### src/rtl/band_energy_meter_if.sv
// Result stream from band_energy_meter to the level-display / AGC logic.
//
// Handshake: the master raises power_valid with power/power_band and holds
// all three stable until a cycle in which power_ready is also high. A word
// transfers exactly on a rising clock edge where power_valid && power_ready.
// power_ready may be asserted independently of power_valid.
//
// Signals:
//   power        32  mean band power, unsigned (bit 31 is always zero)
//   power_band    3  band index of the word on power
//   power_valid   1  power / power_band are valid
//   power_ready   1  consumer accepts the current word
interface band_energy_meter_if;
  logic [31:0] power;
  logic [2:0]  power_band;
  logic        power_valid;
  logic        power_ready;

  modport master (
    output power,
    output power_band,
    output power_valid,
    input  power_ready
  );

  modport slave (
    input  power,
    input  power_band,
    input  power_valid,
    output power_ready
  );
endinterface

### src/rtl/band_energy_meter.sv
// band_energy_meter: squares and accumulates eight signed 16-bit filter-bank
// bands over a window of 2^WINLOG2 sample strobes, then streams out the
// floor mean power of each band as eight words (band 0..7).
//
// One squarer is time-shared: a strobe latches all eight bands into a
// capture register, and the sequencer then spends eight cycles (MAC state)
// squaring one band per cycle into its accumulator.
//
// Ports:
//   clock          in   master clock, rising edge
//   reset          in   asynchronous active-low reset
//   din_enable     in   one-cycle strobe, datain0..7 valid
//   datain0..7     in   signed 16-bit band samples
//   clear_overrun  in   synchronous clear of overrun, wins over a set
//   busy           out  sequencer is in MAC
//   overrun        out  sticky: strobe during MAC, or window end with full buffer
//   state_dbg      out  {state, band} of the sequencer
//   pwr            master side of the result stream
module band_energy_meter #(
  parameter int WINLOG2 = 8
) (
  input  logic                clock,
  input  logic                reset,
  input  logic                din_enable,
  input  logic signed [15:0]  datain0,
  input  logic signed [15:0]  datain1,
  input  logic signed [15:0]  datain2,
  input  logic signed [15:0]  datain3,
  input  logic signed [15:0]  datain4,
  input  logic signed [15:0]  datain5,
  input  logic signed [15:0]  datain6,
  input  logic signed [15:0]  datain7,
  input  logic                clear_overrun,
  output logic                busy,
  output logic                overrun,
  output logic [3:0]          state_dbg,
  band_energy_meter_if.master pwr
);

  // A 31-bit square summed 2^WINLOG2 times needs WINLOG2 extra bits.
  localparam int AW = 31 + WINLOG2;

  typedef enum logic {S_IDLE = 1'b0, S_MAC = 1'b1} state_t;

  state_t state, state_nx;
  logic [2:0] band, band_nx;
  logic       accept;
  logic       mac_en;

  logic signed [15:0] cap [8];
  logic [AW-1:0]      acc [8];
  logic [WINLOG2-1:0] sample_cnt;

  logic [30:0] obuf [8];
  logic        buf_full;
  logic [2:0]  out_idx;

  logic signed [15:0] cap_sel;
  logic [15:0]        mag;
  logic [30:0]        sq;
  logic [AW-1:0]      acc7_final;
  logic               last_band;
  logic               window_end;
  logic               xfer;

  // ---------------- sequencer ----------------
  always_ff @(posedge clock or negedge reset) begin
    if (!reset) begin
      state <= S_IDLE;
      band  <= 3'd0;
    end else begin
      state <= state_nx;
      band  <= band_nx;
    end
  end

  always_comb begin
    state_nx = state;
    band_nx  = band;
    accept   = 1'b0;
    mac_en   = 1'b0;
    case (state)
      S_IDLE: begin
        if (din_enable) begin
          accept   = 1'b1;
          state_nx = S_MAC;
          band_nx  = 3'd0;
        end
      end
      S_MAC: begin
        mac_en  = 1'b1;
        band_nx = 3'(band + 3'd1);
        if (band == 3'd7) begin
          state_nx = S_IDLE;
        end
      end
      default: state_nx = S_IDLE;
    endcase
  end

  // ---------------- squarer ----------------
  // Square via the magnitude so the product is natively unsigned; the
  // 16-bit magnitude of -32768 is 0x8000, whose square 2^30 fits 31 bits.
  assign cap_sel = cap[band];
  assign mag     = cap_sel[15] ? 16'(-cap_sel) : 16'(cap_sel);
  assign sq      = 31'(mag) * 31'(mag);

  assign last_band  = mac_en && (band == 3'd7);
  assign window_end = last_band && (sample_cnt == '1);
  // Band 7's final sum is formed in the same cycle as the buffer load.
  assign acc7_final = acc[7] + AW'(sq);

  // ---------------- capture / accumulate ----------------
  always_ff @(posedge clock or negedge reset) begin
    if (!reset) begin
      for (int k = 0; k < 8; k++) begin
        cap[k] <= '0;
        acc[k] <= '0;
      end
      sample_cnt <= '0;
    end else begin
      if (accept) begin
        cap[0] <= datain0;
        cap[1] <= datain1;
        cap[2] <= datain2;
        cap[3] <= datain3;
        cap[4] <= datain4;
        cap[5] <= datain5;
        cap[6] <= datain6;
        cap[7] <= datain7;
      end
      if (mac_en) begin
        if (window_end) begin
          for (int k = 0; k < 8; k++) begin
            acc[k] <= '0;
          end
        end else begin
          acc[band] <= acc[band] + AW'(sq);
        end
      end
      if (last_band) begin
        sample_cnt <= sample_cnt + WINLOG2'(1);
      end
    end
  end

  // ---------------- output buffer and dump ----------------
  assign xfer = buf_full && pwr.power_ready;

  always_ff @(posedge clock or negedge reset) begin
    if (!reset) begin
      for (int k = 0; k < 8; k++) begin
        obuf[k] <= '0;
      end
      buf_full <= 1'b0;
      out_idx  <= 3'd0;
    end else begin
      if (window_end && !buf_full) begin
        // Dropping the low WINLOG2 bits is the floor mean.
        for (int k = 0; k < 7; k++) begin
          obuf[k] <= acc[k][AW-1:WINLOG2];
        end
        obuf[7]  <= acc7_final[AW-1:WINLOG2];
        buf_full <= 1'b1;
        out_idx  <= 3'd0;
      end else if (xfer) begin
        if (out_idx == 3'd7) begin
          buf_full <= 1'b0;
          out_idx  <= 3'd0;
        end else begin
          out_idx <= 3'(out_idx + 3'd1);
        end
      end
    end
  end

  // ---------------- error flag ----------------
  always_ff @(posedge clock or negedge reset) begin
    if (!reset) begin
      overrun <= 1'b0;
    end else if (clear_overrun) begin
      overrun <= 1'b0;
    end else if ((din_enable && state == S_MAC) || (window_end && buf_full)) begin
      overrun <= 1'b1;
    end
  end

  // power reads zero whenever no word is pending, so reset clears it at once.
  assign pwr.power       = buf_full ? {1'b0, obuf[out_idx]} : 32'd0;
  assign pwr.power_band  = out_idx;
  assign pwr.power_valid = buf_full;
  assign busy            = (state == S_MAC);
  assign state_dbg       = {state, band};

endmodule

### src/flat_wrapper.sv
// flat-port wrapper written by rule: the top's interface ports become plain ports
module band_energy_meter_flat 
#(
  parameter int WINLOG2 = 8
)
  (clock, reset, din_enable, datain0, datain1, datain2, datain3, datain4, datain5, datain6, datain7, clear_overrun, busy, overrun, state_dbg, pwr_power, pwr_power_band, pwr_power_valid, pwr_power_ready);
  band_energy_meter_if pwr_i ();
  input  logic clock;
  input  logic reset;
  input  logic din_enable;
  input  logic signed [15:0] datain0;
  input  logic signed [15:0] datain1;
  input  logic signed [15:0] datain2;
  input  logic signed [15:0] datain3;
  input  logic signed [15:0] datain4;
  input  logic signed [15:0] datain5;
  input  logic signed [15:0] datain6;
  input  logic signed [15:0] datain7;
  input  logic clear_overrun;
  output logic busy;
  output logic overrun;
  output logic [3:0] state_dbg;
  output wire logic [$bits(pwr_i.power)-1:0] pwr_power;
  output wire logic [$bits(pwr_i.power_band)-1:0] pwr_power_band;
  output wire logic [$bits(pwr_i.power_valid)-1:0] pwr_power_valid;
  input wire logic [$bits(pwr_i.power_ready)-1:0] pwr_power_ready;
  assign pwr_power = pwr_i.power;
  assign pwr_power_band = pwr_i.power_band;
  assign pwr_power_valid = pwr_i.power_valid;
  assign pwr_i.power_ready = pwr_power_ready;
  band_energy_meter #(.WINLOG2(WINLOG2)) u_core (.clock(clock), .reset(reset), .din_enable(din_enable), .datain0(datain0), .datain1(datain1), .datain2(datain2), .datain3(datain3), .datain4(datain4), .datain5(datain5), .datain6(datain6), .datain7(datain7), .clear_overrun(clear_overrun), .busy(busy), .overrun(overrun), .state_dbg(state_dbg), .pwr(pwr_i));
endmodule
### config.mk
export PLATFORM = sky130hd
export DESIGN_NAME = band_energy_meter_flat
export DESIGN_NICKNAME = d
export VERILOG_FILES = /design/src/rtl/band_energy_meter_if.sv /design/src/rtl/band_energy_meter.sv /design/src/flat_wrapper.sv
export SDC_FILE = /design/constraint.sdc
export NUM_CORES = 2
export LEC_CHECK = 0
export BUFFER_PORTS_ARGS = -buffer_cell sky130_fd_sc_hd__buf_2
export CORE_ASPECT_RATIO = 0.6
export CORE_MARGIN = 1.5
export CORE_UTILIZATION = 40
export CTS_CLUSTER_DIAMETER = 50
export DETAILED_ROUTE_END_ITERATION = 10
export HOLD_SLACK_MARGIN = 0.1
export SYNTH_ARGS = -nofsm -noshare
export SYNTH_HDL_FRONTEND = slang
export SYNTH_SLANG_ARGS = --single-unit
export TNS_END_PERCENT = 20
### constraint.sdc
create_clock -name clock -period 13.4 [get_ports clock]
set_input_delay 0.67 -clock clock [delete_from_list [all_inputs] [get_ports clock]]
set_output_delay 0.67 -clock clock [all_outputs]
set_load 0.03 [all_outputs]
==> impl_metrics.tcl <==
set metrics [dict create \
    crit_top_cell "fa_1" \
    drive_above_1_share_pct 16.04 \
    global_route.usage.total_pct 25.60 \
    worstPathArrival_ps 13250 \
    path_class "reg -> reg" \
    grt_pass1_vias 32129 \
    grt-busiest-layer "met1" \
    via_per_inst 5.758 \
    grt_max_degree 162 \
    mappedNetlistArea_mm2 0.04159 \
    num-fill-cells 9741 \
    start_kind "flop" \
    fin_crit_ps 12770 \
    worst_slew_pin_slew_ps 1226 \
    synth_edf_count 0 \
    setup_violations 0 \
    routed_wl_um 134400 \
    use_met1_pct 38.53 \
    cts_buffers 70 \
    clock-root-buffer "clkbuf_16" \
    outcome "finished clean" \
    cp_max_fo 34 \
    relSlewSlack_pct 17.97 \
    final_cells 5579 \
    synthFlopType "dfrtp_1" \
    dp.cells 5448 \
    avgSynthCellArea_um2 10.27 \
    cts_setup_buffers 0 \
    fin_setup_tns_ps 0 \
    rsz0062_at_grt "false" \
    critPathMaxStageDelay_ps 960 \
    gp_congestion 0.9272 \
    drt_pass1_iterations 6 \
    clk_latency_ps 680 \
    pin_count 175 \
    clock_path_buffers 3 \
    drv_slew 0 \
    dieArea_mm2 0.1060 \
    wire_per_inst_um 24.09 \
    io_buffers 173 \
    grt_first_pass_wirelength_um 204900 \
    grt_overflow 0 \
    max_freq_mhz 78.28 \
    die_w_um 419.3 \
    antenna_found_initial 5 \
    drc 0 \
    vias 32122 \
    area_growth_pct 11.53 \
    ys_seq_elements 705 \
    yosys_warnings 0 \
    placed_area_mm2 0.04388 \
    htreeDepth 3 \
    skew_ps 39.61 \
    dp_hpwl_um 88800 \
    synthCells 4049 \
    fin_util_pct 45.07 \
    async_reset_ff_share_pct 100.0 \
    detail-route-antenna-nets 0 \
    ys_seq_area_share_pct 42.41 \
    rows 91 \
    post-route-period-util_pct 95.33 \
    start_util_pct 40.41 \
    grt_use_met3_pct 9.049 \
    hold_viol 0 \
    die_h_um 252.8 \
    stdcell_area_mm2 0.04639 \
    worstHoldPathType "in -> reg" \
    clock_sinks 705 \
    drv_cap 0 \
    endpoint_kind "flop" \
    core_mm2 0.1029 \
    cp.required_ps 13880 \
    critPathSlowestCell "nor3_1" \
    nets 4581 \
    drtIter0Drc 3617 \
    synth_cell_types 97 \
    cts_tree "yes" \
    path_clk_slew_ps 70 \
    met2_usage_pct 34.64 \
]
-- metrics by stage --
step | worst slack, ps | hold WS (ps)
finish | 625.4 | 167.8
global route | 80.96 | 150.4
CTS | 435.0 | 123.3
detailed placement | 476.5 | 457.9
global placement | 510.1 | 453.2
floorplan | 2914 | 374.4
-- registers in the layout, indices dropped and copies added (netlist names), 3 cells and up --
| name | count |
|---|---|
| u_core.cap | 128 |
| u_core.pwr.power_band | 3 |
| u_core.acc | 312 |
| u_core.sample_cnt | 8 |
| u_core.obuf | 248 |
| u_core.band | 3 |
-- final timing paths --
check | from | cells past startpoint | to | slack (ps)
max | u_core.band[2] | 32 | u_core.acc[77] | 630
min | clear_overrun | 2 | u_core.overrun | 170
max reg2reg | u_core.band[2] | 32 | u_core.acc[77] | 630
min reg2reg | u_core.obuf[129] | 2 | u_core.obuf[129] | 470
max in group asynchronous | reset | 5 | u_core.obuf[159] | 9510
min in group asynchronous | reset | 2 | u_core.obuf[240] | 670
-- synth_stat cells (83+ instances only) --
master      n  area share (%)
mux2_2    141             3.8
nand2_1   922             8.3
inv_1     231             2.1
a22o_1    208             4.4
nor2_1    137             1.2
dfrtp_1   705              42
a21oi_1    85             1.0
fa_1      163             7.8
ha_1      159             4.8
o22ai_1    93             1.4
o21ai_0   125             1.5
mux4_2     83             4.5
clkbuf_1  189             1.7
-- metal layers --
layer / share of wire, % / routed length (um)
met1: 47 / 62540
met2: 40 / 53780
met3: 11 / 15410
met4: 1.9 / 2560
met5: 0.080 / 108
-- layout by cell type, fill, tap and decap left out, drive strengths merged, types with 17 or more instances in the layout --
cell type | netlist | final
mux2 | 141 | 141
a22oi | 33 | 33
o21a | 17 | 17
a22o | 208 | 208
nor4 | 17 | 17
a21oi | 86 | 86
o31ai | 27 | 27
ha | 159 | 159
nand3 | 36 | 36
mux4 | 83 | 83
inv | 240 | 244
o22ai | 93 | 93
nor2b | 44 | 44
clkbuf | 189 | 99
o21ai | 140 | 140
xnor2 | 54 | 54
o211ai | 17 | 17
xor2 | 48 | 48
fa | 163 | 163
nor3 | 41 | 41
dfrtp | 705 | 705
nor2 | 140 | 140
and3 | 24 | 24
nand2 | 923 | 923
buf | 55 | 238
a21o | 51 | 51
a221o | 21 | 21
mux2i | 68 | 68
-- timing repair --
item	CTS	global route
setup endpoints to repair	0	97
resized for setup	0	4
hold buffers	1	0
hold endpoints to repair	16	0
-- critical path: cells and delay by family, from the launching register on --
family | cells | cell delay (ps)
simple gates | 9 | 3660
fa+ha+maj | 8 | 3920
compound gates | 10 | 2860
flops | 1 | 770
xor+xnor | 2 | 1220
buf+inv | 3 | 140
-- cell families (layout without fill, tap and decap cells) --
| family | after synthesis | count (layout) | synth area share (%) |
|---|---|---|---|
| compound gates | 814 | 814 | 14.20 |
| fa+ha+maj | 322 | 322 | 12.63 |
| mux | 292 | 292 | 9.966 |
| simple gates | 1326 | 1326 | 13.74 |
| other cells | 2 | 14 | 0.01806 |
| flops | 705 | 705 | 42.41 |
| xor+xnor | 103 | 103 | 2.355 |
| buf+inv | 485 | 608 | 4.674 |
-- cell type report --
type                       count  area [um2]  area share, %
sequential                   705       17660          38.07
inverter                     241       908.4          1.958
tap                         1395        1745          3.763
multi-input combinational   2869       22210          47.87
antenna                        2       5.005        0.01079
timing repair buffer         239        1399          3.015
clock buffer                  99        2105          4.537
clock inverter                29       361.6         0.7795
Power is left out: the tool's default activity adds up to more than one toggle a clock period on the data nets, which glitch-free logic cannot reach.
